## config.mk

```make
export PLATFORM = sky130hd
export DESIGN_NAME = onehot_dec_seq_flat
export DESIGN_NICKNAME = d
export VERILOG_FILES = /design/src/rtl/onehot_dec_seq_if.sv /design/src/rtl/onehot_dec_seq.sv /design/src/flat_wrapper.sv
export SDC_FILE = /design/constraint.sdc
export NUM_CORES = 1
export LEC_CHECK = 0
export ABC_CLOCK_PERIOD_IN_PS = 3800
export BUFFER_PORTS_ARGS = -buffer_cell sky130_fd_sc_hd__buf_4
export CAP_MARGIN = 20
export CORE_MARGIN = 2
export CORE_UTILIZATION = 35
export DETAILED_ROUTE_END_ITERATION = 10
export SYNTH_ARGS = -nofsm -noshare
export SYNTH_HDL_FRONTEND = slang
export SYNTH_SLANG_ARGS = --single-unit
```

## constraint.sdc

```tcl
create_clock -name sys_clk -period 3.8 [get_ports sys_clk]
set_input_delay 0.38 -clock sys_clk [delete_from_list [all_inputs] [get_ports sys_clk]]
set_output_delay 0.38 -clock sys_clk [all_outputs]
set_load 0.05 [all_outputs]
```

## src/rtl/onehot_dec_seq_if.sv

```systemverilog
// Control and status bundle for onehot_dec_seq: enable, mode and select in; one-hot, index and
// wrap out.
interface onehot_dec_seq_if #(
  parameter int unsigned SEL_W = 3
);
  localparam int unsigned OUT_W = 2 ** SEL_W;

  logic             en;
  logic [1:0]       mode;
  logic [SEL_W-1:0] sel;
  logic             sel_vld;
  logic [OUT_W-1:0] out;
  logic [SEL_W-1:0] idx;
  logic             wrap;

  // Controller side: drives enable/mode/select, observes the decoder state.
  modport master (
    output en, mode, sel, sel_vld,
    input  out, idx, wrap
  );

  // Decoder side.
  modport slave (
    input  en, mode, sel, sel_vld,
    output out, idx, wrap
  );
endinterface

```

## src/rtl/onehot_dec_seq.sv

```systemverilog
// Registered binary-to-one-hot decoder with an index sequencer: direct load, upward scan,
// bounce scan or hold. All outputs come straight from flops.
module onehot_dec_seq #(
  parameter int unsigned SEL_W   = 3,
  parameter int unsigned DIV_MAX = 25_000_000
) (
  input  logic             sys_clk,
  input  logic             sys_rst,
  onehot_dec_seq_if.slave  bus
);
  localparam int unsigned OUT_W = 2 ** SEL_W;
  localparam int unsigned CNT_W = (DIV_MAX > 1) ? $clog2(DIV_MAX) : 1;

  localparam logic [CNT_W-1:0] CntLast = CNT_W'(DIV_MAX - 1);
  localparam logic [SEL_W-1:0] IdxLast = SEL_W'(OUT_W - 1);
  localparam logic [OUT_W-1:0] OneHot0 = OUT_W'(1);

  typedef enum logic [1:0] {
    ModeDirect = 2'b00,
    ModeScanUp = 2'b01,
    ModeBounce = 2'b10,
    ModeHold   = 2'b11
  } mode_e;

  typedef enum logic {
    DirUp   = 1'b0,
    DirDown = 1'b1
  } dir_e;

  logic [SEL_W-1:0] idx_q, idx_d;
  logic [OUT_W-1:0] out_q, out_d;
  logic             wrap_q, wrap_d;
  logic [CNT_W-1:0] cnt_q, cnt_d;
  dir_e             dir_q, dir_d;
  mode_e            mode_q;
  mode_e            mode_in;
  logic             tick;

  assign mode_in = mode_e'(bus.mode);
  assign tick    = (cnt_q == CntLast);

  // Next-state: disable beats mode change, which beats scan tick / direct load.
  always_comb begin
    idx_d  = idx_q;
    cnt_d  = cnt_q;
    dir_d  = dir_q;
    wrap_d = 1'b0;
    out_d  = '0;
    if (bus.en) begin
      if (mode_in != mode_q) begin
        // Mode switch edge: restart the divider, keep the index where it is.
        cnt_d = '0;
        if (mode_in == ModeBounce) begin
          dir_d = (idx_q == IdxLast) ? DirDown : DirUp;
        end
      end else begin
        unique case (mode_in)
          ModeDirect: begin
            cnt_d = '0;
            if (bus.sel_vld) begin
              idx_d = bus.sel;
            end
          end
          ModeScanUp: begin
            if (tick) begin
              cnt_d  = '0;
              idx_d  = idx_q + 1'b1;
              wrap_d = (idx_q == IdxLast);
            end else begin
              cnt_d = cnt_q + 1'b1;
            end
          end
          ModeBounce: begin
            if (tick) begin
              cnt_d = '0;
              if (dir_q == DirUp) begin
                idx_d = idx_q + 1'b1;
                if (idx_d == IdxLast) begin
                  dir_d = DirDown;
                end
              end else begin
                idx_d = idx_q - 1'b1;
                if (idx_d == '0) begin
                  dir_d  = DirUp;
                  wrap_d = 1'b1;
                end
              end
            end else begin
              cnt_d = cnt_q + 1'b1;
            end
          end
          ModeHold: begin
            // Everything frozen; out is re-derived from the frozen index.
          end
        endcase
      end
      out_d = OneHot0 << idx_d;
    end
  end

  // State and output registers with synchronous reset.
  always_ff @(posedge sys_clk) begin
    if (sys_rst) begin
      idx_q  <= '0;
      out_q  <= OneHot0;
      wrap_q <= 1'b0;
      cnt_q  <= '0;
      dir_q  <= DirUp;
      mode_q <= mode_in;
    end else begin
      idx_q  <= idx_d;
      out_q  <= out_d;
      wrap_q <= wrap_d;
      cnt_q  <= cnt_d;
      dir_q  <= dir_d;
      mode_q <= mode_in;
    end
  end

  assign bus.out  = out_q;
  assign bus.idx  = idx_q;
  assign bus.wrap = wrap_q;

endmodule

```

## src/flat_wrapper.sv

```systemverilog
// flat-port wrapper written by rule: the top's interface ports become plain ports
module onehot_dec_seq_flat 
#(
  parameter int unsigned SEL_W   = 3,
  parameter int unsigned DIV_MAX = 25_000_000
)
  (sys_clk, sys_rst, bus_en, bus_mode, bus_sel, bus_sel_vld, bus_out, bus_idx, bus_wrap);
  onehot_dec_seq_if #(.SEL_W(SEL_W)) bus_i ();
  input  logic sys_clk;
  input  logic sys_rst;
  input wire logic [$bits(bus_i.en)-1:0] bus_en;
  input wire logic [$bits(bus_i.mode)-1:0] bus_mode;
  input wire logic [$bits(bus_i.sel)-1:0] bus_sel;
  input wire logic [$bits(bus_i.sel_vld)-1:0] bus_sel_vld;
  output wire logic [$bits(bus_i.out)-1:0] bus_out;
  output wire logic [$bits(bus_i.idx)-1:0] bus_idx;
  output wire logic [$bits(bus_i.wrap)-1:0] bus_wrap;
  assign bus_i.en = bus_en;
  assign bus_i.mode = bus_mode;
  assign bus_i.sel = bus_sel;
  assign bus_i.sel_vld = bus_sel_vld;
  assign bus_out = bus_i.out;
  assign bus_idx = bus_i.idx;
  assign bus_wrap = bus_i.wrap;
  onehot_dec_seq #(.SEL_W(SEL_W), .DIV_MAX(DIV_MAX)) u_core (.sys_clk(sys_clk), .sys_rst(sys_rst), .bus(bus_i));
endmodule
```

==> results of run 1 <==
-- worst paths after layout --
| check | slack, ps | to | cells after the start |
|---|---|---|---|
| min reg2reg | 480 | u_core.cnt_q[24] | 2 |
| min | 250 | u_core.mode_q[1] | 1 |
| max reg2reg | 1340 | u_core.cnt_q[18] | 5 |
| max | 1340 | u_core.cnt_q[18] | 5 |
-- metal layers --
metal / vias to the layer above / GRT usage / part of all wire
met5: - / 0 / 0
met1: 857 / 0.1911 / 0.49
met4: 0 / 0.06066 / 0.017
li1: 923 / - / -
met2: 35 / 0.2347 / 0.45
met3: 9 / 0.03587 / 0.044
-- worst register-to-register path, cell delays in order, from the launching register on --
cell and delay, ps:
dfxtp_1 350, or4b_4 560, or3_4 440, o211ai_1 180, a21o_1 670, a21oi_1 110
-- cell families (layout without fill, tap and decap cells) --
family / count (synthesis) / count (layout) / share of synthesized area
flops: 40 / 40 / 0.3699
compound gates: 47 / 47 / 0.1595
mux: 1 / 1 / 0.004624
simple gates: 103 / 103 / 0.2873
fa+ha+maj: 10 / 10 / 0.05780
buf+inv: 14 / 36 / 0.02774
xor+xnor: 23 / 23 / 0.09306
-- cell usage after synthesis, types with 2 or more instances --
cell and instances:
clkbuf_1 3, o31ai_1 4, and4_1 5, and2_1 2, buf_4 2, nor3_1 7
nor2b_1 2, nor4_1 3, nor2_1 29, nand4_1 6, a211oi_2 3, or4_1 4
nand2_1 13, ha_1 10, a211o_1 2, a32o_1 2, dfxtp_1 40, a211oi_1 2
nor3_2 2, xor2_1 10, inv_1 9, or4b_4 2, o21ai_0 8, a31oi_1 5
or3_1 7, nand3_1 9, a21oi_1 10, xnor2_1 13
-- cell type report --
type	instances	area, µm²
clock buffer	6	72.57
fill	628	3496
timing repair buffer	20	150.1
tap	75	93.84
inverter	9	33.78
multi-input combinational	184	1304
clock inverter	1	5.005
sequential	40	800.8
-- per-stage QoR --
stage	cells	util	hold WS, ps
finish	335	0.4130	249.6
detailed placement	328	0.4000	477.9
CTS	335	0.4130	236.6
global placement	328	0.4000	471.1
floorplan	238	-	407.7
global route	335	0.4130	239.9
-- state kept, by name, indices dropped and copies added, names as in the netlist --
| register | cells |
|---|---|
| u_core.cnt_q | 25 |
| u_core.bus.out | 8 |
| u_core.bus.idx | 3 |
| u_core.mode_q | 2 |
| u_core.bus.wrap | 1 |
| u_core.dir_q | 1 |
-- report_power, final --
part | switching [mW] | internal, mW | leakage, nW
Clock | 0.142 | 0.125 | 0.0410
Sequential | 0.00822 | 0.427 | 0.324
Combinational | 0.0764 | 0.0421 | 0.497
Total | 0.227 | 0.594 | 0.862
==> run summary, run 1 <==
register area share after synthesis = 0.3699
CTS root buf = clkbuf_8
synthesized netlist cell count = 238
CTS resizes = 0
post-CTS setup buffers = 0
CP Class = reg2reg
Peak VDD IR = 0.0001732 V
Synth cell types = 52
antenna viol nets, final = 0
Critical Path End Type = register
drt wl/cell = 13.64 µm
most common cell after layout, fill and taps aside = dfxtp_1
Final Max Slew Viols = 0
dpl hpwl = 3379 µm
port buffer count = 20
syn_nets = 257
total die area = 6829 µm²
placed cell area = 2382 µm²
post-layout min period = 2461 ps
Starting Density = 0.3634
crit path cell chain = or4b_4 -> or3_4 -> o211ai_1 -> a21o_1 -> a21oi_1
TritonCTS Buffers = 5
slowest stage cell, crit path = a21o_1
share of the synthesized area in the top cell type = 0.3699
die width = 82.64 µm
via/cell ratio = 5.445
Hold Path Class = in2reg
synth warn = 0
die height = 82.64 µm
Async SR Flop Fraction = 0
max_cap viols = 0
RSZ-0062 raised after global routing = false
CP Data Required Time = 3940 ps
Post-Route WL = 4571 µm
Remaining DRCs = 0
Hold-fix buffers, CTS = 0
H-tree depth = 2
final worst slack = 1339 ps
FMAX = 0.4063 GHz
crit share post-route = 0.6478
initial antenna violation count = 0
WP buf/inv = 0
synthesized area per cell = 9.095 µm²
origin of the worst setup path = u_core.cnt_q[6]
cell family with most CP delay = simple AND/OR/NAND/NOR gates
total track usage = 0.1476
Fin. Hold Viols = 0
Core ar. = 5956 µm²
max_slew headroom = 0.4588
PwrDens = 333.6 nW/µm²
global-route wire length before repair = 7721 µm
worst reg2reg path startpoint = u_core.cnt_q[6]
vias in the first global route = 1684
Total Power = 0.8206 mW
Area growth syn-to-layout = 13.64%
Bufs on Longest Clock Path = 2
startpoint types = register
status = completed
most frequent cells in the layout = dfxtp_1, nor2_1, buf_4, xnor2_1, nand2_1
Initial DRC Count = 96
Worst Max-Slew Pin Slew = 811.7 ps
GR Overflow Total = 0
prevailing post-synth register cell = dfxtp_1
area leader, netlist = dfxtp_1
Hold Startpoint = bus_mode[1]
final setup violation count = 0
crit-path max cell delay = 670 ps
Critical Path Fanout Max = 25
largest cells by area after synthesis = dfxtp_1, ha_1, xnor2_1
# nets final = 279
Synth Register Bits = 40
largest net degree at the start of global routing = 26
ant diodes = 0
CTS sink cnt = 40
RD Place Congestion = 0.8110
LEAKAGE = 0.8619 nW
Design Area, Final = 2460 µm²
critical path arrival = 2600 ps
synthesized area = 2165 µm²
I/O pins = 21
Skew-Pair Late Insertion Delay = 290 ps
clock skew = 4.698 ps
clk slew on worst S/H paths = 70 ps
number of synthesized flops with an enable pin = 0
layout cell share with drive strength beyond 1 = 0.1615
pre-CTS setup slack = 1299 ps
Pre-antenna DRT Iters = 4
Setup TNS = 0 ps
TritonCTS clock tree = yes
num rows = 28
DR vias = 1824
Power figures use the tool's default switching activity.
==> run 2, diff against run 1 <==
--- a/config.mk
+++ b/config.mk
@@ -5,7 +5,7 @@
 export SDC_FILE = /design/constraint.sdc
 export NUM_CORES = 1
 export LEC_CHECK = 0
-export ABC_CLOCK_PERIOD_IN_PS = 3800
+export ABC_CLOCK_PERIOD_IN_PS = 2570
 export BUFFER_PORTS_ARGS = -buffer_cell sky130_fd_sc_hd__buf_4
 export CAP_MARGIN = 20
 export CORE_MARGIN = 2
==> constraint.sdc (replaced) <==
create_clock -name sys_clk -period 2.57 [get_ports sys_clk]
set_input_delay 0.257 -clock sys_clk [delete_from_list [all_inputs] [get_ports sys_clk]]
set_output_delay 0.257 -clock sys_clk [all_outputs]
set_load 0.05 [all_outputs]
==> run summary, run 2 (synthesis results as in run 1) <==
status = completed
post-CTS setup buffers = 0 (unchanged)
Setup TNS = 0 ps (unchanged)
port buffer count = 20 (unchanged)
Critical R2R Capture = u_core.bus.out[0]
Critical Path Fanout Max = 9 (-64%)
GR Overflow Total = 0 (unchanged)
TritonCTS Buffers = 5 (unchanged)
Hold Path Sink = u_core.mode_q[0]
die height = 82.64 µm (unchanged)
LEAKAGE = 0.8871 nW (+2.9%)
pre-CTS setup slack = 332.5 ps (-966.1 ps)
DR vias = 1836 (+0.66%)
Area growth syn-to-layout = 15.38%
Critical Path End Type = register
CTS sink cnt = 40 (unchanged)
FMAX = 0.4416 GHz (+8.7%)
post-route insts no fill = 340 (+1.5%)
clk slew on worst S/H paths = 70 ps (about the same)
Final Max Slew Viols = 0 (unchanged)
fillers = 607 (-3.3%)
dpl hpwl = 3548 µm (+5.0%)
register share of total power = 0.524 (-0.006)
drt wl/cell = 14.16 µm (+3.8%)
Hold Path Class = in2reg
# nets final = 284 (+1.8%)
critical path arrival = 2450 ps (-150 ps)
clock skew = 4.582 ps (-0.1164 ps)
Hold-fix buffers, CTS = 0 (unchanged)
R2R Setup Slk = 310 ps (-1030 ps)
Remaining DRCs = 0 (unchanged)
worst reg2reg path startpoint = u_core.cnt_q[9]
global-route wire length before repair = 8411 µm (+8.9%)
TritonCTS clock tree = yes
Bufs on Longest Clock Path = 2 (unchanged)
ant diodes = 0 (unchanged)
die width = 82.64 µm (unchanged)
max_slew headroom = 0.6553 (+0.1965)
R2R cell count = 5 (unchanged)
origin of the worst setup path = u_core.cnt_q[9]
register bank with the most flops = u_core.cnt_q
Worst Max-Slew Pin Slew = 516.1 ps (-295.6 ps)
via/cell ratio = 5.400 (-0.82%)
PwrDens = 490.0 nW/µm² (+47%)
final setup violation count = 0 (unchanged)
total track usage = 0.1593 (+0.01172)
max reg flops = 25 (unchanged)
initial antenna violation count = 0 (unchanged)
# placed instances = 333 (+1.5%)
H-tree depth = 2 (unchanged)
crit share post-route = 0.8812 (+0.2334)
Core ar. = 5956 µm² (unchanged)
vias in the first global route = 1799 (+6.8%)
most common cell after layout, fill and taps aside = dfxtp_1
final worst slack = 305.4 ps (-1033 ps)
Initial DRC Count = 103 (+7.3%)
Pre-antenna DRT Iters = 4 (unchanged)
RD Place Congestion = 0.8349 (+2.9%)
startpoint types = register
total die area = 6829 µm² (unchanged)
CTS resizes = 0 (unchanged)
post-layout min period = 2265 ps (-196.9 ps)
Hold Startpoint = bus_mode[0]
CTS root buf = clkbuf_8
cell internal pwr = 0.8843 mW (+49%)
sw power = 0.3395 mW (+50%)
Peak VDD IR = 0.0002599 V (+50%)
antenna viol nets, final = 0 (unchanged)
switching share of power = 0.2774 (+0.001128)
CP Class = reg2reg
max_cap viols = 0 (unchanged)
part of the power in combinational logic = 0.153 (+0.009)
RSZ-0062 raised after global routing = false
Clk pwr share = 0.323 (-0.002)
layout cell share with drive strength beyond 1 = 0.1774 (+0.01582)
CP Data Required Time = 2760 ps (-1180 ps)
num rows = 28 (unchanged)
Fin. Hold Viols = 0 (unchanged)
Skew-Pair Late Insertion Delay = 290 ps (about the same)
largest net degree at the start of global routing = 26 (unchanged)
Post-Route WL = 4815 µm (+5.3%)
worst hold path stage count = 1 (unchanged)
most frequent cells in the layout = dfxtp_1, nor2_1, buf_4, xnor2_1, nand2_1
I/O pins = 21 (unchanged)
Starting Density = 0.3634 (unchanged)
-- run 2: per-stage QoR --
stage            util  power [mW]  hold WS [ps]  area, µm²
6_report       0.4193       1.224         121.5       2497
5_1_grt        0.4193       1.283         113.3       2497
4_1_cts        0.4193       1.241         114.4       2497
3_5_place_dp   0.4063      0.8432         422.8       2420
3_3_place_gp   0.4063      0.8399         415.9       2420
2_1_floorplan       -      0.7840         284.7       2165
-- run 2: worst max-delay path: stages, from the launching register on --
cell     delay, ps
dfxtp_1        340
nor4b_2        350
nand4_2        250
or4_1          620
o211a_2        360
a41o_1         230
-- run 2: routing by layer --
| metal | wire, µm | up-vias | share of wire | global-route usage |
|---|---|---|---|---|
| met4 | 64 | 0 | 0.013 | 0.05410 |
| met3 | 250 | 7 | 0.052 | 0.03261 |
| met5 | 0 | - | 0 | 0 |
| li1 | - | 933 | - | - |
| met1 | 2264 | 854 | 0.47 | 0.2106 |
| met2 | 2236 | 42 | 0.46 | 0.2581 |
-- run 2: layout make-up --
type / count / area (µm²) / area share
multi-input combinational: 184 / 1304 / 0.5220
tap: 75 / 93.84 / 0.03758
timing repair buffer: 25 / 187.7 / 0.07515
clock inverter: 1 / 5.005 / 0.002004
sequential: 40 / 800.8 / 0.3206
inverter: 9 / 33.78 / 0.01353
clock buffer: 6 / 72.57 / 0.02906
-- run 2: worst max path at each step --
stage	endpoint
CTS	u_core.bus.out[0]
global placement	u_core.bus.out[0]
finish	u_core.bus.out[0]
floorplan	u_core.bus.out[4]
detailed placement	u_core.bus.out[0]
global route	u_core.bus.out[7]
-- run 2: power by group through the flow --
stage	clock network, mW	logic [mW]	registers, mW
floorplan	0	0.102	0.682
global placement	0	0.184	0.656
detailed placement	0	0.186	0.657
CTS	0.411	0.187	0.642
global route	0.433	0.206	0.644
finish	0.395	0.187	0.642
